`src/rtl/cordic_pkg.sv`:
```
// Shared constants for the rotation-mode CORDIC pipeline: arctangent table,
// guard-bit count and the 1/K gain constant.
package cordic_pkg;

  localparam int          GUARD_BITS = 2;
  localparam int          MAX_STAGES = 16;
  localparam int          ANGLE_W    = 16;
  localparam logic [15:0] K_INV_Q15  = 16'h4DBA;

  // atan(2^-i) in binary angle units where 0x10000 is one full turn
  function automatic logic [ANGLE_W-1:0] atan_lut(input int idx);
    logic [ANGLE_W-1:0] r;
    case (idx)
      0:       r = 16'h2000;
      1:       r = 16'h12E4;
      2:       r = 16'h09FB;
      3:       r = 16'h0511;
      4:       r = 16'h028B;
      5:       r = 16'h0146;
      6:       r = 16'h00A3;
      7:       r = 16'h0051;
      8:       r = 16'h0029;
      9:       r = 16'h0014;
      10:      r = 16'h000A;
      11:      r = 16'h0005;
      12:      r = 16'h0003;
      13:      r = 16'h0001;
      14:      r = 16'h0001;
      default: r = 16'h0000;
    endcase
    return r;
  endfunction

endpackage

```
`src/rtl/cordic_stage.sv`:
```
// One registered CORDIC micro-rotation by +/-atan(2^-SHIFT), with its valid bit.
module cordic_stage
  import cordic_pkg::*;
#(
  parameter int W     = 18,
  parameter int Z_W   = 16,
  parameter int SHIFT = 0
) (
  input  logic                clk,
  input  logic                reset,
  input  logic                en,
  input  logic                valid_i,
  input  logic signed [W-1:0] x_i,
  input  logic signed [W-1:0] y_i,
  input  logic [Z_W-1:0]      z_i,
  output logic                valid_o,
  output logic signed [W-1:0] x_o,
  output logic signed [W-1:0] y_o,
  output logic [Z_W-1:0]      z_o
);

  localparam logic [Z_W-1:0] ATAN = Z_W'(atan_lut(SHIFT));

  logic signed [W-1:0] x_sh;
  logic signed [W-1:0] y_sh;
  logic                rot_pos;
  logic signed [W-1:0] x_d, y_d, x_q, y_q;
  logic [Z_W-1:0]      z_d, z_q;
  logic                valid_q;

  assign x_sh    = x_i >>> SHIFT;
  assign y_sh    = y_i >>> SHIFT;
  assign rot_pos = ~z_i[Z_W-1];

  always_comb begin
    x_d = x_i + y_sh;
    y_d = y_i - x_sh;
    z_d = z_i + ATAN;
    if (rot_pos) begin
      x_d = x_i - y_sh;
      y_d = y_i + x_sh;
      z_d = z_i - ATAN;
    end
  end

  // Data loads on every enabled clock; invalid slots simply carry junk.
  always_ff @(posedge clk or negedge reset) begin
    if (!reset) begin
      valid_q <= 1'b0;
      x_q     <= '0;
      y_q     <= '0;
      z_q     <= '0;
    end else if (en) begin
      valid_q <= valid_i;
      x_q     <= x_d;
      y_q     <= y_d;
      z_q     <= z_d;
    end
  end

  assign valid_o = valid_q;
  assign x_o     = x_q;
  assign y_o     = y_q;
  assign z_o     = z_q;

endmodule

```
`src/rtl/cordic_rot_pipe.sv`:
```
// Pipelined rotation-mode CORDIC: registered quadrant pre-rotation followed by
// STAGES registered micro-rotations. Output gain K is left uncompensated.
module cordic_rot_pipe
  import cordic_pkg::*;
#(
  parameter int XY_W   = 16,
  parameter int Z_W    = 16,
  parameter int STAGES = 12
) (
  input  logic              clk,
  input  logic              reset,
  input  logic              en,
  input  logic              in_valid,
  input  logic [XY_W-1:0]   x_in,
  input  logic [XY_W-1:0]   y_in,
  input  logic [Z_W-1:0]    z_in,
  output logic              out_valid,
  output logic [XY_W+1:0]   x_out,
  output logic [XY_W+1:0]   y_out,
  output logic [Z_W-1:0]    z_res
);

  localparam int W = XY_W + GUARD_BITS;
  localparam logic [Z_W-1:0] QUARTER = Z_W'(1) << (Z_W - 2);

  if (STAGES < 1 || STAGES > MAX_STAGES) begin : g_bad_stages
    $error("cordic_rot_pipe: STAGES must be in 1..16");
  end
  if (Z_W != ANGLE_W) begin : g_bad_zw
    $error("cordic_rot_pipe: arctangent table is defined for 16-bit angles only");
  end

  logic signed [W-1:0] x_ext, y_ext;
  logic signed [W-1:0] pre_x_d, pre_y_d, pre_x_q, pre_y_q;
  logic [Z_W-1:0]      pre_z_d, pre_z_q;
  logic                pre_valid_q;

  assign x_ext = {{GUARD_BITS{x_in[XY_W-1]}}, x_in};
  assign y_ext = {{GUARD_BITS{y_in[XY_W-1]}}, y_in};

  // Fold angles beyond +/-pi/2 by a quarter turn so the iterations can converge.
  always_comb begin
    pre_x_d = x_ext;
    pre_y_d = y_ext;
    pre_z_d = z_in;
    case (z_in[Z_W-1 -: 2])
      2'b01: begin
        pre_x_d = -y_ext;
        pre_y_d = x_ext;
        pre_z_d = z_in - QUARTER;
      end
      2'b10: begin
        pre_x_d = y_ext;
        pre_y_d = -x_ext;
        pre_z_d = z_in + QUARTER;
      end
      default: ;
    endcase
  end

  always_ff @(posedge clk or negedge reset) begin
    if (!reset) begin
      pre_valid_q <= 1'b0;
      pre_x_q     <= '0;
      pre_y_q     <= '0;
      pre_z_q     <= '0;
    end else if (en) begin
      pre_valid_q <= in_valid;
      pre_x_q     <= pre_x_d;
      pre_y_q     <= pre_y_d;
      pre_z_q     <= pre_z_d;
    end
  end

  logic                valid_chain [0:STAGES];
  logic signed [W-1:0] x_chain     [0:STAGES];
  logic signed [W-1:0] y_chain     [0:STAGES];
  logic [Z_W-1:0]      z_chain     [0:STAGES];

  assign valid_chain[0] = pre_valid_q;
  assign x_chain[0]     = pre_x_q;
  assign y_chain[0]     = pre_y_q;
  assign z_chain[0]     = pre_z_q;

  for (genvar gi = 0; gi < STAGES; gi++) begin : g_stage
    cordic_stage #(
      .W     (W),
      .Z_W   (Z_W),
      .SHIFT (gi)
    ) u_stage (
      .clk     (clk),
      .reset   (reset),
      .en      (en),
      .valid_i (valid_chain[gi]),
      .x_i     (x_chain[gi]),
      .y_i     (y_chain[gi]),
      .z_i     (z_chain[gi]),
      .valid_o (valid_chain[gi+1]),
      .x_o     (x_chain[gi+1]),
      .y_o     (y_chain[gi+1]),
      .z_o     (z_chain[gi+1])
    );
  end

  assign out_valid = valid_chain[STAGES];
  assign x_out     = x_chain[STAGES];
  assign y_out     = y_chain[STAGES];
  assign z_res     = z_chain[STAGES];

endmodule
```
`config.mk`:
```
export PLATFORM = sky130hd
export DESIGN_NAME = cordic_rot_pipe
export DESIGN_NICKNAME = d
export VERILOG_FILES = /design/src/rtl/cordic_pkg.sv /design/src/rtl/cordic_stage.sv /design/src/rtl/cordic_rot_pipe.sv
export SDC_FILE = /design/constraint.sdc
export NUM_CORES = 2
export LEC_CHECK = 0
export CAP_MARGIN = 0
export CORE_MARGIN = 2
export CORE_UTILIZATION = 41
export DETAILED_ROUTE_END_ITERATION = 8
export PLACE_DENSITY = 0.62
export SETUP_SLACK_MARGIN = 0.4
export SYNTH_ARGS = -nofsm -noshare
export SYNTH_HDL_FRONTEND = slang
export SYNTH_SLANG_ARGS = --single-unit
```
`constraint.sdc`:
```
create_clock -name clk -period 3.75 [get_ports clk]
set_input_delay 0.375 -clock clk [delete_from_list [all_inputs] [get_ports clk]]
set_output_delay 0.375 -clock clk [all_outputs]
set_load 0.005 [all_outputs]
```
==> flow_metrics.tcl <==
set metrics [dict create \
    worstSetupStartpoint "g_stage[3].u_stage.x_o[10]$_DFFE_PN0P_" \
    max_slew_margin_pct 15.35 \
    crit_path_end_kind "flop" \
    place_ws_ns 0.08953 \
    fin_ws_ns 0.09187 \
    gp_congestion 0.9000 \
    r2r_cells 14 \
    start_kind "flop" \
    critPathCapture "g_stage[4].u_stage.y_o[17]$_DFFE_PN0P_" \
    cts_buffer_depth 3 \
    grt_overflow 0 \
    clkSlewWorstSetupHoldPaths_ns 0.06 \
    rsz0062_at_grt "true" \
    stdcell_count 8638 \
    dpl.hpwl_mm 112.6 \
    synthArstFlopShare_pct 100.0 \
    reg2reg_from "g_stage[3].u_stage.x_o[10]$_DFFE_PN0P_" \
    core_area_sq_um 139200 \
    ys_seq_area_share_pct 30.02 \
    portBuffers 104 \
    skew_ns 0.02998 \
    ys_top_cells_by_area "dfrtp_1 30%, ha_1 13%, xnor2_1 7.7%" \
    dp_cells 8329 \
    placed_area_sq_um 61460 \
    holdCritPathClass "in -> reg" \
    tightest_slew_ns 1.270 \
    ys.warnings.count 0 \
    synth_cell_types 79 \
    worst_ep_required_time_ns 4.28 \
    status "finished clean" \
    synth_edf_count 0 \
    clk_latency_ns 0.68 \
    max_cap_violations 0 \
    die_x_um 378.0 \
    setup_viol 0 \
    initial_core_util_pct 41.21 \
    numCtsBuffers 81 \
    wl_per_cell_um 17.52 \
    cts_tree "built" \
    fin_util_pct 48.92 \
    syn-instance-count 6386 \
    num-fill-cells 13110 \
    dieArea_sq_um 142900 \
    syn_area_per_cell_sq_um 8.982 \
    yosysTopAreaCell "dfrtp_1" \
    grt_pass1_wl_mm 242.1 \
    drv_slew 0 \
    dr.pass1.iters 5 \
    layout_min_cycle_time_ns 3.658 \
    grt.total_usage_pct 20.51 \
    drt_iter0_markers 3096 \
    io_pins 105 \
    drive_gt1_share_pct 20.07 \
    post-route-period-util_pct 97.55 \
    criticalPathCategory "reg -> reg" \
    ys_ff_latch 688 \
    synth_top_area_share_pct 30.02 \
    cts_root_buffer "clkbuf_16" \
    via_per_inst 5.552 \
    num_vias 47960 \
    hold_viol_final 0 \
    synth_area_sq_um 57360 \
    area_delta_synth_final_pct 18.71 \
    grt_max_degree 130 \
    die_h_um 378.0 \
    drc 0 \
    drt_wl_total_mm 151.4 \
    fmax_mhz 273.4 \
    clock-sinks 688 \
    regToRegSetupSlack_ns 0.09 \
    grt_pass1_vias 46040 \
    cp_max_fo 2 \
    cp.arrival_ns 4.19 \
    syn_nets 7087 \
    design_area_sq_um 68090 \
    postRouteAntennaNets 0 \
    nNetsFinal 7398 \
    antenna_found_initial 4 \
    r2r_end "g_stage[4].u_stage.y_o[17]$_DFFE_PN0P_" \
    ctsHtreeMaxLevel 3 \
    rows 137 \
    synth_top_flop_cell "dfrtp_1" \
]
cells in the final DEF, fill, tap and decap left out, drive strengths merged, types with 35 or more instances in the layout:
master	count
dfrtp	688
a21oi	627
ha	612
nor2	528
xnor2	505
o21ai	449
mux2	386
nand2	356
buf	329
inv	290
xor2	185
a21o	174
nor3	159
clkbuf	107
clkdlybuf4s50	102
a211oi	100
o21a	86
nand2b	85
a31oi	81
nand3	75
nor2b	68
o21bai	62
mux2i	62
o211ai	47
or3	40
nor4	38
o31ai	37
fa	37
and3	35
stage by stage:
step	setup TNS, ns	hold slack [ns]
floorplan	0	0.07941
global placement	0	0.4104
detailed placement	0	0.4175
CTS	0	0.1387
global route	-0.1038	0.1989
finish	0	0.2149
critical path: stages (launching register included):
cell     delay, ns
dfrtp_1       0.39
or4_4         0.54
or3_4         0.34
or4_4         0.44
nor2_4        0.09
nor2_2        0.04
xnor2_1       0.13
ha_1          0.32
and2_4        0.15
a221o_1       0.30
and2_4        0.17
a211o_1       0.26
a31oi_1       0.16
xnor2_1       0.13
a21oi_1       0.08
how the worst min path moves through the flow:
| stage | from | to | cells past startpoint |
|---|---|---|---|
| 2_1_floorplan | reset | g_stage[0].u_stage.valid_o$_DFFE_PN0P_ | 0 |
| 4_1_cts | en | g_stage[8].u_stage.z_o[3]$_DFFE_PN0P_ | 3 |
| 5_1_grt | en | g_stage[8].u_stage.z_o[3]$_DFFE_PN0P_ | 3 |
| 3_3_place_gp | reset | g_stage[2].u_stage.x_o[1]$_DFFE_PN0P_ | 1 |
| 6_report | en | g_stage[8].u_stage.z_o[3]$_DFFE_PN0P_ | 3 |
| 3_5_place_dp | reset | g_stage[2].u_stage.x_o[1]$_DFFE_PN0P_ | 1 |
cells in the mapped netlist, types with 14 or more instances:
master and instances:
dfrtp_1 688, nand2b_1 85, and3_1 35, o22ai_1 24, o41ai_1 15, mux2i_1 62, nor2_1 528, nand2_1 356
xnor2_1 505, a211o_1 24, a31oi_1 81, a31o_2 18, fa_1 37, o31ai_1 37, nor2b_1 68, xor2_1 185
a21o_1 174, a221oi_1 16, nand4_1 25, clkbuf_1 178, or4_1 29, a221o_1 14, buf_1 24, nor3_1 159
ha_1 612, nor3b_1 15, inv_1 288, o2bb2ai_1 15, or3_1 39, o21ai_0 449, and2_1 15, a211oi_1 100
mux2_2 386, a21oi_1 627, nor4_1 38, nand3_1 75, or2_2 18, o21a_1 85, o211ai_1 47, o21bai_1 62
metal layers:
metal	up-vias	global-route usage, %	share of wire [%]
met5	-	0	0
met4	0	4.292	1.8
met3	170	2.225	3.1
met2	698	33.85	47
met1	23320	28.88	48
li1	23780	-	-
final cells by class:
class                   instances  area, sq um  share of cell area [%]
inverters                     290         1114                   1.636
clock buffers                 107         2336                   3.431
flip-flops and latches        688        17290                   25.39
clock inverters                40        565.5                  0.8306
diodes                          1        2.502                0.003675
repair buffers                432         3737                   5.489
well taps                    1876         2347                   3.447
multi-input cells            5204        40700                   59.77
sequential cells by signal, indices dropped and copies added (netlist names):
name	count
pre_y_q	18
g_stage.u_stage.y_o	215
g_stage.u_stage.x_o	216
pre_valid_q	1
pre_x_q	18
pre_z_q	16
g_stage.u_stage.z_o	192
g_stage.u_stage.valid_o	12
timing repair:
action | CTS | global route
pin swaps | 59 | 192
endpoints found under the hold margin | 51 | 0
setup buffers | 42 | 118
resized for setup | 151 | 467
gates cloned | 0 | 0
setup endpoints to repair | 85 | 129
hold buffers | 1 | 0
cells by family (layout without fill, tap and decap cells):
family / count (synthesis) / after routing / share of synthesized area [%]
AND/OR/NAND/NOR: 1521 / 1521 / 12.48
buffers and inverters: 494 / 869 / 3.237
AO/OA/AOI/OAI: 1896 / 1896 / 20.42
multiplexers: 448 / 448 / 8.660
adder cells (fa/ha/maj): 649 / 649 / 14.64
other: 0 / 1 / 0
flip-flops: 688 / 688 / 30.02
XOR/XNOR: 690 / 690 / 10.54
Power is left out: the tool's default activity adds up to more than one toggle a clock period on the data nets, which glitch-free logic cannot reach.
